==> config.mk <==
export PLATFORM = sky130hd
export DESIGN_NAME = avg_pool3d_window_sequencer
export DESIGN_NICKNAME = d
export VERILOG_FILES = /design/src/rtl/avg_pool3d_window_sequencer.sv
export SDC_FILE = /design/constraint.sdc
export NUM_CORES = 1
export LEC_CHECK = 0
export CAP_MARGIN = 40
export CORE_UTILIZATION = 39
export DETAILED_ROUTE_END_ITERATION = 10
export GPL_ROUTABILITY_DRIVEN = 0
export PLACE_DENSITY_LB_ADDON = 0.3
export SLEW_MARGIN = 20
export SYNTH_ARGS = -nofsm -noshare
export SYNTH_HDL_FRONTEND = slang
export SYNTH_SLANG_ARGS = --single-unit
==> constraint.sdc <==
create_clock -name clk -period 3.7 [get_ports clk]
set_input_delay 0.925 -clock clk [delete_from_list [all_inputs] [get_ports clk]]
set_output_delay 0.925 -clock clk [all_outputs]
set_load 0.1 [all_outputs]
==> src/rtl/avg_pool3d_window_sequencer.sv <==
// Control FSM for 3D average pooling: walks each pooling window, issuing one read per
// kernel element (tagged first/last), then one output write address per window.
module avg_pool3d_window_sequencer #(
  parameter int unsigned D  = 4,
  parameter int unsigned H  = 4,
  parameter int unsigned W  = 4,
  parameter int unsigned K  = 2,
  parameter int unsigned S  = 2,
  parameter int unsigned AW = 16
) (
  input  logic          clk,
  input  logic          rst,
  input  logic          start,
  output logic          busy,
  output logic          done,
  output logic          rd_valid,
  input  logic          rd_ready,
  output logic [AW-1:0] rd_addr,
  output logic          rd_first,
  output logic          rd_last,
  output logic          wr_valid,
  input  logic          wr_ready,
  output logic [AW-1:0] wr_addr
);

  localparam int unsigned OD  = (D - K) / S + 1;
  localparam int unsigned OH  = (H - K) / S + 1;
  localparam int unsigned OW  = (W - K) / S + 1;
  localparam int unsigned KCW = (K > 1) ? $clog2(K) : 1;
  localparam int unsigned DCW = (OD > 1) ? $clog2(OD) : 1;
  localparam int unsigned HCW = (OH > 1) ? $clog2(OH) : 1;
  localparam int unsigned WCW = (OW > 1) ? $clog2(OW) : 1;

  localparam logic [KCW-1:0] KMax  = KCW'(K - 1);
  localparam logic [DCW-1:0] OdMax = DCW'(OD - 1);
  localparam logic [HCW-1:0] OhMax = HCW'(OH - 1);
  localparam logic [WCW-1:0] OwMax = WCW'(OW - 1);

  localparam logic [AW-1:0] HA  = AW'(H);
  localparam logic [AW-1:0] WA  = AW'(W);
  localparam logic [AW-1:0] SA  = AW'(S);
  localparam logic [AW-1:0] OHA = AW'(OH);
  localparam logic [AW-1:0] OWA = AW'(OW);

  if (K > D || K > H || K > W || S < 1) begin : g_param_check
    $error("avg_pool3d_window_sequencer: kernel must fit the volume and stride must be >= 1");
  end

  typedef enum logic [1:0] {StIdle, StRead, StWrite, StFinish} state_e;

  state_e         state_q, state_d;
  logic [KCW-1:0] kd_q, kd_d, kh_q, kh_d, kw_q, kw_d;
  logic [DCW-1:0] od_q, od_d;
  logic [HCW-1:0] oh_q, oh_d;
  logic [WCW-1:0] ow_q, ow_d;
  logic [AW-1:0]  rd_addr_q, rd_addr_d, wr_addr_q, wr_addr_d;

  always_comb begin
    state_d = state_q;
    kd_d    = kd_q;
    kh_d    = kh_q;
    kw_d    = kw_q;
    od_d    = od_q;
    oh_d    = oh_q;
    ow_d    = ow_q;
    unique case (state_q)
      StIdle: begin
        if (start) state_d = StRead;
      end
      StRead: begin
        if (rd_ready) begin
          if (kw_q != KMax) begin
            kw_d = kw_q + 1'b1;
          end else begin
            kw_d = '0;
            if (kh_q != KMax) begin
              kh_d = kh_q + 1'b1;
            end else begin
              kh_d = '0;
              if (kd_q != KMax) begin
                kd_d = kd_q + 1'b1;
              end else begin
                kd_d    = '0;
                state_d = StWrite;
              end
            end
          end
        end
      end
      StWrite: begin
        if (wr_ready) begin
          state_d = StRead;
          if (ow_q != OwMax) begin
            ow_d = ow_q + 1'b1;
          end else begin
            ow_d = '0;
            if (oh_q != OhMax) begin
              oh_d = oh_q + 1'b1;
            end else begin
              oh_d = '0;
              if (od_q != OdMax) begin
                od_d = od_q + 1'b1;
              end else begin
                // Every window counter wraps to 0 here, so IDLE is re-entered clean.
                od_d    = '0;
                state_d = StFinish;
              end
            end
          end
        end
      end
      StFinish: state_d = StIdle;
      default:  state_d = StIdle;
    endcase

    // Addresses are precomputed from next-state counters so the outputs are pure flops.
    rd_addr_d = ((AW'(od_d) * SA + AW'(kd_d)) * HA + AW'(oh_d) * SA + AW'(kh_d)) * WA
              + AW'(ow_d) * SA + AW'(kw_d);
    wr_addr_d = (AW'(od_d) * OHA + AW'(oh_d)) * OWA + AW'(ow_d);
  end

  always_ff @(posedge clk or posedge rst) begin
    if (rst) begin
      state_q   <= StIdle;
      kd_q      <= '0;
      kh_q      <= '0;
      kw_q      <= '0;
      od_q      <= '0;
      oh_q      <= '0;
      ow_q      <= '0;
      rd_addr_q <= '0;
      wr_addr_q <= '0;
    end else begin
      state_q   <= state_d;
      kd_q      <= kd_d;
      kh_q      <= kh_d;
      kw_q      <= kw_d;
      od_q      <= od_d;
      oh_q      <= oh_d;
      ow_q      <= ow_d;
      rd_addr_q <= rd_addr_d;
      wr_addr_q <= wr_addr_d;
    end
  end

  assign rd_valid = (state_q == StRead);
  assign wr_valid = (state_q == StWrite);
  assign busy     = rd_valid | wr_valid;
  assign done     = (state_q == StFinish);
  assign rd_first = rd_valid && (kd_q == '0) && (kh_q == '0) && (kw_q == '0);
  assign rd_last  = rd_valid && (kd_q == KMax) && (kh_q == KMax) && (kw_q == KMax);
  assign rd_addr  = rd_addr_q;
  assign wr_addr  = wr_addr_q;

endmodule

==> flow_summary_export.csv, run 1 <==
group,metric,value,unit
outcome,status,"complete, no violations",
global_route,grt_max_degree,9,
floorplanning,die_area,2030,sq um
global_route,antenna_found_initial,0,
sta,fin_skew,0.00182,ns
routing,vias,441,
cts,insertion_delay,0.25,ns
cts,path_clk_slew,0.05,ns
global_route,use_met1,13.0,%
setup_path,r2r_cells,5,
sta,max_clock_freq,371,MHz
sta,slew_viol_final,0,
finish,drive_gt1_share,27.9,%
sta,finalSetupTns,0,ns
floorplanning,ios,43,
floorplanning,rows,15,
yosys,yosysSeqAreaShare,27.7,%
global_route,grt_pass1_vias,363,
finish,antennaDiodeCount,0,
finish,nFillCells,169,
setup_path,crit_fanout,8,
routing,via_per_inst,3.97,
placement,dp_hpwl,848,microns
cts,cts_buffers,3,
global_route,globalRouteMet2Util,20.0,%
setup_path,cp_cell_sequence,"inv_1 -> ha_1 -> nor4b_4 -> buf_4",
floorplanning,die_x,45.0,microns
min_path,min-delay-start,"od_q$_DFFE_PP0P_",
yosys,yosys_warnings,0,
routing,avgRoutedWirePerCell,9.08,microns
yosys,synthCells,72,
min_path,min_path_type,"reg2reg",
global_route,grt_pass1_wl,1680,microns
min_path,hold_depth,1,
finish,multi_input_comb_area,368,sq um
cts,ctsRootBufferMaster,"clkbuf_4",
floorplanning,coreArea,1730,sq um
global_route,grt-busiest-layer,"met2",
routing,wirelength,1010,microns
cts,cts_hold_buffers,0,
setup_path,crit_path_start_kind,"register",
sta,layout_min_cycle_time,2.70,ns
floorplanning,die_y,45.0,microns
global_route,grt_usage,12.0,%
sta,post-route-period-util,72.9,%
yosys,netlist_area,722,sq um
placement,io_buffer_count,19,
setup_path,rr_startpoint,"state_q[0]$_DFFE_PP0P_",
yosys,synth.area.top_cells,"buf_4 (33%), dfrtp_1 (28%), ha_1 (8.7%), xnor2_1 (7.3%), a2111oi_4 (3.8%)",
yosys,yosysTopAreaCell,"buf_4",
setup_path,cp.arrival,1.77,ns
cts,clock-sinks,8,
setup_path,cp_slowest_cell,"dfrtp_1",
finish,syn_to_final_growth,13.7,%
yosys,synth_seq_cells,8,
floorplanning,initial_core_util,41.8,%
cts,cts_tree,"yes",
routing,drc,0,
yosys,synth_top_cell_area_share,33.3,%
routing,first_pass_iters,2,
cts,clock_path_buffers,2,
cts,postCtsResizedCells,0,
global_route,grt_remaining_overflow,0,
setup_path,worst_setup_path_end_kind,"output port",
sta,finalHoldViolCount,0,
finish,final_cell_mix,"conb_1 (23), buf_4 (13), dfrtp_1 (8)",
sta,grt_setup_unrepaired,"false",
finish,nets,98,
cts,htreeDepth,1,
finish,final_common_cell,"conb_1",
setup_path,startpoint,"state_q[1]$_DFFE_PP0P_",
cts,postCtsSetupRepairBufs,0,
finish,regArea,200,sq um
setup_path,max_stage_delay,0.42,ns
yosys,ys_types,19,
routing,final_antenna_net_count,0,
setup_path,cp.required,2.77,ns
setup_path,path_class,"reg2out",
job,drv_cap,0,
global_route,use_met3,4.00,%
sta,setup_violations,0,
yosys,avgSynthCellArea,10.0,sq um
routing,first_iter_violations,2,
[per-stage QoR]
step	instances	instance area [sq um]	util, %	worst slack, ns	hold slack, ns
after global routing	111	821	47.5	0.866	0.553
after CTS	111	821	47.5	0.975	0.525
after detailed placement	108	798	46.2	1.26	0.513
after global placement	106	768	44.5	1.26	0.505
final	111	821	47.5	1.00	0.517
after floorplan	94	820	-	0.116	0.488
[worst paths after layout]
check | endpoint | slack, ns
max | rd_first | 1.00
min | od_q$_DFFE_PP0P_ | 0.52
max reg2reg | state_q[0]$_DFFE_PP0P_ | 2.09
min reg2reg | od_q$_DFFE_PP0P_ | 0.52
max in group asynchronous | od_q$_DFFE_PP0P_ | 2.54
min in group asynchronous | rd_addr[1]$_DFFE_PP0P_ | 0.93
[worst max-delay path: cells and delay by family (launching register included)]
family                   cells  cell delay [ns]
buffers and inverters        2             0.47
flip-flops                   1             0.42
adder cells (fa/ha/maj)      1             0.38
AND/OR/NAND/NOR              1             0.25
[cell families after synthesis]
| group | Yosys count | share of synthesized area, % |
|---|---|---|
| DFF | 8 | 27.7 |
| buffers and inverters | 35 | 34.8 |
| AOI/OAI and AO/OA | 4 | 8.84 |
| xor gates and xnor gates | 6 | 7.28 |
| and+or+nand+nor | 12 | 10.7 |
| muxes | 1 | 1.39 |
| other | 1 | 0.519 |
| adders and majority gates | 5 | 8.67 |
[per-layer routing]
metal	routed length [microns]	part of all wire (%)
met5	0	0
met2	533	53
met1	363	36
met3	97	9.6
met4	14	1.4
[cells in the mapped netlist]
cell type and count:
buf_4 32, dfrtp_1 8, xnor2_1 6, ha_1 5, inv_1 3, nand2_1 2, nand3_1 2, nand4_1 2
nor2b_1 2, a2111oi_4 1, a211oi_2 1, a2bb2oi_2 1, a41oi_1 1, and4_2 1, conb_1 1, mux2i_1 1
nand4_2 1, nor2_1 1, nor4b_1 1
[cell type report]
class | instances | area share, %
Sequential cell | 8 | 24.4
Timing Repair Buffer | 21 | 22.9
Tap cell | 25 | 3.81
Multi-Input combinational cell | 51 | 44.8
Clock buffer | 3 | 2.74
Inverter | 3 | 1.37
[sequential cells by signal (all words and copies together) (netlist names)]
| name | count |
|---|---|
| od_q | 1 |
| rd_addr | 5 |
| state_q | 2 |
Power of run 1 is not shown: default switching activity piles up to over one toggle a cycle in this logic, so the estimate is an artifact.
==> inputs of run 2 (changes only) <==
Settings changed: CORE_ASPECT_RATIO from default to 1.5, CORE_UTILIZATION 39 to 33.
Clock period 3.7 ns to 2.3 ns, I/O delays scaled along.
==> flow_summary_export.csv, run 2 (synthesized netlist as in run 1, its figures left out) <==
group,metric,value,unit
floorplanning,die_area,2380,sq um
floorplanning,initial_core_util,35.2,%
global_route,grt_pass1_vias,352,
setup_path,crit_family,"flip-flops",
placement,io_buffer_count,19,
floorplanning,die_y,59.3,microns
routing,first_pass_iters,2,
cts,cts_buffers,3,
setup_path,crit_path_start_kind,"register",
floorplanning,coreArea,2050,sq um
finish,largest_reg_flops,5,
global_route,antenna_found_initial,0,
placement,dp_hpwl,835,microns
finish,nFillCells,210,
routing,first_iter_violations,1,
routing,vias,442,
global_route,grt-busiest-layer,"met2",
min_path,min_path_type,"reg2reg",
sta,fin_skew,0.000273,ns
finish,final_common_cell,"conb_1",
cts,clock-sinks,8,
finish,final_cell_mix,"conb_1 (23), buf_4 (9), dfrtp_1 (8)",
cts,postCtsResizedCells,0,
floorplanning,ios,43,
setup_path,crit_fanout,8,
sta,layout_min_cycle_time,2.09,ns
finish,regArea,200,sq um
setup_path,ff2ff_setup_slack,0.63,ns
setup_path,cp_cell_sequence,"inv_2 -> ha_4 -> nor4b_4 -> buf_12",
global_route,use_met3,2.26,%
finish,syn_to_final_growth,20.5,%
setup_path,path_class,"reg2out",
setup_path,cp_slowest_cell,"dfrtp_1",
routing,via_per_inst,4.17,
setup_path,worst_setup_path_end_kind,"output port",
cts,htreeDepth,1,
cts,ctsRootBufferMaster,"clkbuf_4",
finish,drive_gt1_share,31.0,%
sta,setup_slack,0.209,ns
outcome,status,"complete, no violations",
job,drv_cap,0,
floorplanning,die_x,40.2,microns
floorplanning,rows,20,
finish,nets,96,
routing,wirelength,1030,microns
setup_path,startpoint,"state_q[1]$_DFFE_PP0P_",
setup_path,cp_num_buf_inv,2,
finish,antennaDiodeCount,0,
global_route,grt_max_degree,9,
cts,insertion_delay,0.25,ns
setup_path,rr_startpoint,"state_q[0]$_DFFE_PP0P_",
setup_path,max_stage_delay,0.44,ns
setup_path,cp.arrival,1.52,ns
sta,timing.hold.ws,0.544,ns
cts,clock_path_buffers,2,
setup_path,crit_cells,4,
routing,final_antenna_net_count,0,
placement,dp_slack,0.390,ns
routing,avgRoutedWirePerCell,9.73,microns
setup_path,endpoint,"rd_first",
sta,post-route-period-util,90.9,%
routing,drc,0,
global_route,globalRouteMet2Util,14.7,%
global_route,grt_pass1_wl,1460,microns
global_route,use_met1,8.92,%
cts,path_clk_slew,0.05,ns
setup_path,r2r_cells,5,
cts,cts_hold_buffers,0,
sta,grt_setup_unrepaired,"false",
global_route,grt_remaining_overflow,0,
cts,cts_tree,"yes",
finish,multi_input_comb_area,380,sq um
setup_path,cp.required,1.73,ns
sta,finalHoldViolCount,0,
sta,max_clock_freq,478,MHz
cts,postCtsSetupRepairBufs,0,
sta,setup_violations,0,
setup_path,reg2reg_to,"state_q[0]$_DFFE_PP0P_",
sta,slew_viol_final,0,
global_route,grt_usage,8.97,%
-- run 2: worst min path at each step --
stage / startpoint / end / slack, ns / cells past startpoint
floorplan: rst / od_q$_DFFE_PP0P_ / 0.39 / 1
global placement: od_q$_DFFE_PP0P_ / od_q$_DFFE_PP0P_ / 0.52 / 1
detailed placement: od_q$_DFFE_PP0P_ / od_q$_DFFE_PP0P_ / 0.54 / 1
CTS: od_q$_DFFE_PP0P_ / od_q$_DFFE_PP0P_ / 0.54 / 1
global route: od_q$_DFFE_PP0P_ / od_q$_DFFE_PP0P_ / 0.57 / 1
finish: od_q$_DFFE_PP0P_ / od_q$_DFFE_PP0P_ / 0.54 / 1
-- run 2: area by class of cell --
type | instances | area share (%)
Tap cell | 22 | 3.17
Sequential cell | 8 | 23.0
Inverter | 3 | 1.29
Clock buffer | 3 | 2.59
Timing Repair Buffer | 19 | 26.2
Multi-Input combinational cell | 51 | 43.7
-- run 2: layer usage --
layer | share of wire, % | vias up
met2 | 53 | 24
met3 | 6.4 | 2
met1 | 39 | 209
li1 | - | 207
met4 | 1.6 | 0
met5 | 0 | -
-- run 2: metrics by stage --
step                      area (sq um)  TNS [ns]  utilization (%)  cells
after floorplan                    832    -0.260                -     94
after global placement             847         0             41.3    103
after detailed placement           847         0             41.3    103
after CTS                          870         0             42.4    106
after global routing               870         0             42.4    106
final                              870         0             42.4    106
-- run 2: worst register-to-register path, delay by kind of cell (launching register included) --
family / cells / cell delay [ns]
buf+inv: 1 / 0.19
fa+ha+maj: 1 / 0.37
compound gates: 1 / 0.09
simple gates: 1 / 0.34
mux: 1 / 0.13
flops: 1 / 0.42
Power of run 2 is left out for the same reason.
==> inputs of run 3 (changes only) <==
Settings changed: CTS_CLUSTER_SIZE from default to 14, MAX_ROUTING_LAYER from default to met4.
==> results of run 3 <==
Final layout, timing and power as in run 2 (identical DEF).
Among the figures that moved: overall routing resource usage 8.97% -> 9.21%
Power of run 3 is left out for the same reason.
